### src/rtl/timer_periph_pkg.sv
// Shared register offsets and TCON field positions for the multi-channel timer peripheral.
package timer_periph_pkg;

    localparam logic [31:0] OFF_TH      = 32'h0000_0000;
    localparam logic [31:0] OFF_TL      = 32'h0000_0004;
    localparam logic [31:0] OFF_TCON    = 32'h0000_0008;
    localparam logic [31:0] OFF_SYSTICK = 32'h0000_0100;
    localparam logic [31:0] OFF_IRQSTAT = 32'h0000_0104;
    localparam int          CH_STRIDE   = 16;

    localparam int TCON_EN      = 0;
    localparam int TCON_IE      = 1;
    localparam int TCON_PEND    = 2;
    localparam int TCON_ONESHOT = 3;

    localparam int PSC_LSB = 8;
    localparam int PSC_MSB = 15;

endpackage

### src/rtl/timer_periph_mc_channel.sv
// One reload timer channel: TH/TL/TCON, counter, optional prescaler (TIMER_PRESCALE_EN)
// and the bus-write versus count collision rules.
module timer_channel
    import timer_periph_pkg::*;
#(
    parameter int DATA_W = 32
) (
    input  logic              clk,
    input  logic              reset,
    input  logic              i_wr_th,
    input  logic              i_wr_tl,
    input  logic              i_wr_tcon,
    input  logic [DATA_W-1:0] i_wdata,
    output logic [DATA_W-1:0] o_th,
    output logic [DATA_W-1:0] o_tl,
    output logic [DATA_W-1:0] o_tcon,
    output logic              o_pend,
    output logic              o_irq
);

    logic [DATA_W-1:0] r_th;
    logic [DATA_W-1:0] r_tl;
    logic              r_en;
    logic              r_ie;
    logic              r_pend;
    logic              r_oneshot;
    logic              w_tick;
    logic              w_term;

`ifdef TIMER_PRESCALE_EN
    logic [7:0] r_psc;
    logic [7:0] r_div;

    assign w_tick = r_en && (r_div == r_psc);

    always_ff @(posedge clk) begin
        if (reset) begin
            r_psc <= '0;
            r_div <= '0;
        end else if (i_wr_tcon) begin
            r_psc <= i_wdata[PSC_MSB:PSC_LSB];
            r_div <= '0;
        end else if (!r_en || w_tick) begin
            r_div <= '0;
        end else begin
            r_div <= r_div + 8'd1;
        end
    end
`else
    assign w_tick = r_en;
`endif

    assign w_term = w_tick && (r_tl == '1);

    // Later assignments win: bus writes override counting, terminal PEND-set overrides W1C.
    always_ff @(posedge clk) begin
        if (reset) begin
            r_th      <= '0;
            r_tl      <= '0;
            r_en      <= 1'b0;
            r_ie      <= 1'b0;
            r_pend    <= 1'b0;
            r_oneshot <= 1'b0;
        end else begin
            if (w_tick) r_tl <= w_term ? r_th : r_tl + DATA_W'(1);
            if (w_term && r_oneshot) r_en <= 1'b0;
            if (i_wr_tl) r_tl <= i_wdata;
            if (i_wr_th) r_th <= i_wdata;
            if (i_wr_tcon) begin
                r_en      <= i_wdata[TCON_EN];
                r_ie      <= i_wdata[TCON_IE];
                r_oneshot <= i_wdata[TCON_ONESHOT];
                if (i_wdata[TCON_PEND]) r_pend <= 1'b0;
            end
            if (w_term) r_pend <= 1'b1;
        end
    end

    always_comb begin
        o_tcon               = '0;
        o_tcon[TCON_EN]      = r_en;
        o_tcon[TCON_IE]      = r_ie;
        o_tcon[TCON_PEND]    = r_pend;
        o_tcon[TCON_ONESHOT] = r_oneshot;
`ifdef TIMER_PRESCALE_EN
        o_tcon[PSC_MSB:PSC_LSB] = r_psc;
`endif
    end

    assign o_th   = r_th;
    assign o_tl   = r_tl;
    assign o_pend = r_pend;
    assign o_irq  = r_pend && r_ie;

endmodule

### src/rtl/timer_periph_mc.sv
// Multi-channel timer peripheral top: address decode, read mux, systick and interrupt combine.
// Optional per-channel prescaler is enabled by defining TIMER_PRESCALE_EN.
module timer_periph_mc
    import timer_periph_pkg::*;
#(
    parameter int          NUM_TIMERS = 2,
    parameter int          DATA_W     = 32,
    parameter logic [31:0] BASE_ADDR  = 32'h4000_0000
) (
    input  logic                  clk,
    input  logic                  reset,
    input  logic                  rd,
    input  logic                  wr,
    input  logic [31:0]           addr,
    input  logic [DATA_W-1:0]     wdata,
    output logic [DATA_W-1:0]     rdata,
    input  logic                  irq_mask,
    output logic                  irqout,
    output logic [NUM_TIMERS-1:0] irq_vec
);

    logic [31:0]           w_off;
    logic                  w_ch_hit;
    logic [2:0]            w_ch_idx;
    logic [3:0]            w_reg;
    logic [NUM_TIMERS-1:0] w_wr_th;
    logic [NUM_TIMERS-1:0] w_wr_tl;
    logic [NUM_TIMERS-1:0] w_wr_tcon;
    logic [NUM_TIMERS-1:0] w_pend;
    logic [NUM_TIMERS-1:0] w_irq;
    logic [DATA_W-1:0]     w_th   [NUM_TIMERS];
    logic [DATA_W-1:0]     w_tl   [NUM_TIMERS];
    logic [DATA_W-1:0]     w_tcon [NUM_TIMERS];
    logic [DATA_W-1:0]     r_systick;

    // Addresses below BASE_ADDR wrap to huge offsets and fall outside every window.
    assign w_off    = addr - BASE_ADDR;
    assign w_ch_hit = w_off < 32'(NUM_TIMERS * CH_STRIDE);
    assign w_ch_idx = w_off[6:4];
    assign w_reg    = w_off[3:0];

    always_comb begin
        w_wr_th   = '0;
        w_wr_tl   = '0;
        w_wr_tcon = '0;
        for (int n = 0; n < NUM_TIMERS; n++) begin
            if (wr && w_ch_hit && (w_ch_idx == n[2:0])) begin
                w_wr_th[n]   = (w_reg == OFF_TH[3:0]);
                w_wr_tl[n]   = (w_reg == OFF_TL[3:0]);
                w_wr_tcon[n] = (w_reg == OFF_TCON[3:0]);
            end
        end
    end

    for (genvar g = 0; g < NUM_TIMERS; g++) begin : g_ch
        timer_channel #(
            .DATA_W (DATA_W)
        ) u_ch (
            .clk       (clk),
            .reset     (reset),
            .i_wr_th   (w_wr_th[g]),
            .i_wr_tl   (w_wr_tl[g]),
            .i_wr_tcon (w_wr_tcon[g]),
            .i_wdata   (wdata),
            .o_th      (w_th[g]),
            .o_tl      (w_tl[g]),
            .o_tcon    (w_tcon[g]),
            .o_pend    (w_pend[g]),
            .o_irq     (w_irq[g])
        );
    end

    always_ff @(posedge clk) begin
        if (reset) r_systick <= '0;
        else       r_systick <= r_systick + DATA_W'(1);
    end

    always_comb begin
        rdata = '0;
        if (rd) begin
            if (w_off == OFF_SYSTICK) begin
                rdata = r_systick;
            end else if (w_off == OFF_IRQSTAT) begin
                rdata = DATA_W'(w_pend);
            end else if (w_ch_hit) begin
                for (int n = 0; n < NUM_TIMERS; n++) begin
                    if (w_ch_idx == n[2:0]) begin
                        case (w_reg)
                            OFF_TH[3:0]:   rdata = w_th[n];
                            OFF_TL[3:0]:   rdata = w_tl[n];
                            OFF_TCON[3:0]: rdata = w_tcon[n];
                            default:       rdata = '0;
                        endcase
                    end
                end
            end
        end
    end

    assign irq_vec = w_irq;
    assign irqout  = (|w_irq) & ~irq_mask;

endmodule

### config.mk
export PLATFORM = sky130hd
export DESIGN_NAME = timer_periph_mc
export DESIGN_NICKNAME = d
export VERILOG_FILES = /design/src/rtl/timer_periph_pkg.sv /design/src/rtl/timer_periph_mc_channel.sv /design/src/rtl/timer_periph_mc.sv
export SDC_FILE = /design/constraint.sdc
export NUM_CORES = 1
export LEC_CHECK = 0
export CAP_MARGIN = 40
export CORE_AREA = 4 4 136 269
export DETAILED_ROUTE_END_ITERATION = 8
export DIE_AREA = 0 0 140 273
export PLACE_DENSITY = 0.55
export SLEW_MARGIN = 25
export SYNTH_ARGS = -nofsm -noshare
export SYNTH_HDL_FRONTEND = slang
export SYNTH_SLANG_ARGS = --single-unit
export TNS_END_PERCENT = 50
### constraint.sdc
create_clock -name clk -period 6.26 [get_ports clk]
set_input_delay 1.565 -clock clk [delete_from_list [all_inputs] [get_ports clk]]
set_output_delay 1.565 -clock clk [all_outputs]
set_load 0.02 [all_outputs]
==> metrics.csv <==
stage,metric,value,unit
logic_synthesis,Yosys reg bits,168,
timing,Worst Tran Pin Value,0.789,ns
logic_synthesis,synthesized net count,1408,
timing,RSZ-0062 raised after global routing,no,
placement,gpl congestion,0.926,
clocking,worst-skew pair later-pin latency,0.46,ns
routing,Wirelength per Cell,23.0,um
setup_path,Setup CP Type,primary input to output pin,
grt,gr ovfl total,0,
logic_synthesis,Post-Synthesis Cell Area,10200,um2
layout,area grow syn2layout,20.3,%
run,MaxCap Viol Count,0,
setup_path,"Req. time, crit path",4.70,ns
clocking,Sink Count,168,
layout,Final Core Density,35.8,%
grt,vias in the first global route,10800,
grt,largest net degree at the start of global routing,75,
die,Die Y,273,um
layout,layout cell share with drive strength beyond 1,7.81,%
clocking,# hold bufs at CTS,0,
grt,first-pass GRT wire length,63.8,mm
setup_path,CP dominant cell by count,clkdlybuf4s50_1,
clocking,post-CTS sizing,0,
routing,final WL,42.3,mm
grt,total track usage,21.5,%
routing,drt drc,0,
timing,Slew HR,46.6,%
die,Die Footprint,38200,um2
routing,drt first pass iters,5,
logic_synthesis,cells after synthesis,1336,
pwr,maximum vdd drop,170,uV
logic_synthesis,part of the Yosys area used for sequential elements,32.9,%
logic_synthesis,share of flip-flops with an asynchronous set or reset,0,%
die,Top Ports,104,
clocking,H-tree level count,4,
timing,setup tns final,0,ns
placement,DP Worst Slack,0.239,ns
pwr,leakage power,0.00388,uW
clocking,"Clk pin slew, worst setup/hold paths",0.07,ns
setup_path,Worst Setup End Kind,output pin,
clocking,clk buf depth,2,
clocking,CTS tree,built,
die,Initial Util,29.8,%
grt,initial antenna violation count,1,
setup_path,Slowest cell on crit path,clkdlybuf4s50_1,
logic_synthesis,number of synthesized flops with an enable pin,0,
timing,"Slew Viols, Final",0,
logic_synthesis,Synth Flop Type,dfxtp_1,
logic_synthesis,Synth cell types,77,
layout,diodes inserted,0,
timing,minimum clock period,6.00,ns
routing,vias per cell,5.91,
pwr,PD cells,190,nW/um2
timing,Setup-failing EPs final,0,
routing,ANT nets after route,0,
min_path,hold depth,2,
layout,Layout Nets,1454,
setup_path,critical-path cell list,clkdlybuf4s50_1 > nor4_2 > nand4_2 > nor3_2 > and3_1 > buf_12 > nand2_1 > a21boi_0 > clkdlybuf4s50_1,
timing,part of the cycle the worst path needs,95.9,%
setup_path,Worst R2R Path Depth,7,
routing,DR vias,10800,
routing,initial DRC count,814,
setup_path,CP peak stage delay,0.64,ns
die,die width,140,um
timing,Fin. Hold Viols,0,
setup_path,Worst Path Max Fanout,30,
die,row count,96,
logic_synthesis,Ys Warns,0,
placement,HPWL after detailed placement,30.7,mm
status,status,"complete, no violations",
clocking,CTS root buf,clkbuf_16,
setup_path,worst path arrival time,4.44,ns
timing,worst setup margin,0.258,ns
min_path,worst min path class,register to register,
timing,FMAX,167,MHz
clocking,TritonCTS buffer count,17,
logic_synthesis,syn_area_per_cell,7.66,um2
timing,clk_skew,0.00990,ns
placement,Port Buffers,103,
die,total core area,34400,um2
setup_path,critical path launch point type,primary input,
clocking,postcts setup bufs,0,
## flip-flops by register name (all words and copies together) (netlist names)
signal,count
g_ch.u_ch.r_oneshot,2
g_ch.u_ch.r_ie,2
g_ch.u_ch.r_en,2
g_ch.u_ch.o_tl,64
r_systick,32
g_ch.u_ch.o_th,64
g_ch.u_ch.o_pend,2
## layout make-up
cell class / count / area, um2
Timing Repair Buffer: 137 / 1410
Clock inverter: 13 / 143
Multi-Input combinational cell: 1044 / 6330
Inverter: 14 / 52.6
Tap cell: 441 / 552
Sequential cell: 168 / 3360
Fill cell: 3655 / 22000
Clock buffer: 19 / 453
## through the flow
stage | instance area [um2] | power, uW | cells | hold slack, ns
final | 12300 | 2340 | 1836 | 0.470
after global routing | 12300 | 2400 | 1836 | 0.490
after CTS | 12300 | 2350 | 1835 | 0.470
after detailed placement | 11700 | 1260 | 1803 | 0.462
after global placement | 11600 | 1250 | 1797 | 0.455
after floorplan | 10200 | 1160 | 1336 | 0.434
## path summary, 6_finish.rpt
kind | startpoint | slack, ns | endpoint
hold / removal | g_ch[1].u_ch.o_th[18] | 0.47 | g_ch[1].u_ch.o_th[18]
setup / recovery | addr[18] | 0.26 | rdata[3]
setup reg to reg | g_ch[0].u_ch.r_en | 3.21 | g_ch[0].u_ch.o_tl[4]
hold reg to reg | g_ch[1].u_ch.o_th[18] | 0.47 | g_ch[1].u_ch.o_th[18]
## cells by family (layout without fill, tap and decap cells)
family | count (synthesis) | after routing | synth area share (%)
simple gates | 587 | 587 | 30.2
fa+ha+maj | 3 | 3 | 0.367
compound gates | 390 | 390 | 25.3
flops | 168 | 168 | 32.9
mux | 27 | 27 | 2.68
xor+xnor | 37 | 37 | 3.17
buf+inv | 124 | 183 | 5.43
## report_power, final
group / switching (uW) / leakage, uW / total [uW] / internal [uW]
Sequential: 11.0 / 0.00135 / 1090 / 1070
Clock: 486 / 0.000291 / 1100 / 612
Combinational: 86.4 / 0.00224 / 152 / 65.5
## cell usage in the layout, fill, tap and decap left out, drive strengths merged, types with 6 or more instances in the layout
cell type,instances
a21oi,136
nand3,52
nand2,228
mux2i,24
o22ai,33
o211a,6
and3,26
clkbuf,19
a211oi,12
buf,35
nor4,27
nand4,50
nor4b,6
nor2,93
and2,9
a31oi,17
o211ai,11
a211o,12
a22oi,83
clkdlybuf4s50,102
xnor2,14
o21ai,22
nor3,18
a221oi,6
or3,14
dfxtp,168
nor2b,31
inv,18
and4,21
xor2,23
## cells in the mapped netlist (5+ instances only)
cell type | number | area (um2)
a211o_1 | 12 | 105
a211oi_1 | 12 | 90.1
a21oi_1 | 135 | 676
a221oi_1 | 6 | 52.6
a22oi_1 | 83 | 623
a31oi_1 | 17 | 106
and2_1 | 9 | 56.3
and3_1 | 26 | 163
and4_1 | 21 | 184
buf_1 | 6 | 22.5
buf_2 | 38 | 190
buf_4 | 8 | 60.1
clkbuf_1 | 53 | 199
dfxtp_1 | 168 | 3360
inv_1 | 14 | 52.6
mux2i_1 | 24 | 240
nand2_1 | 228 | 856
nand2b_1 | 5 | 31.3
nand3_1 | 52 | 260
nand4_1 | 45 | 282
nor2_1 | 93 | 349
nor2b_1 | 31 | 194
nor3_1 | 16 | 80.1
nor4_1 | 14 | 87.6
nor4_2 | 8 | 100
nor4_4 | 5 | 106
o211a_1 | 6 | 60.1
o211ai_1 | 11 | 82.6
o21a_1 | 5 | 37.5
o21ai_0 | 21 | 105
o22ai_1 | 33 | 206
or3_1 | 12 | 75.1
xnor2_1 | 14 | 123
xor2_1 | 23 | 201
## critical path, delay by kind of cell
kind | cells | cell delay (ns)
buf+inv | 3 | 1.26
simple gates | 5 | 1.38
compound gates | 1 | 0.22
## metal layers
layer | global-route usage [%] | part of all wire (%)
met2 | 41.3 | 55
met5 | 0 | 0.047
met1 | 21.2 | 34
met3 | 3.45 | 4.2
met4 | 13.0 | 6.4
Note: power is estimated with default switching activity, not from simulation.
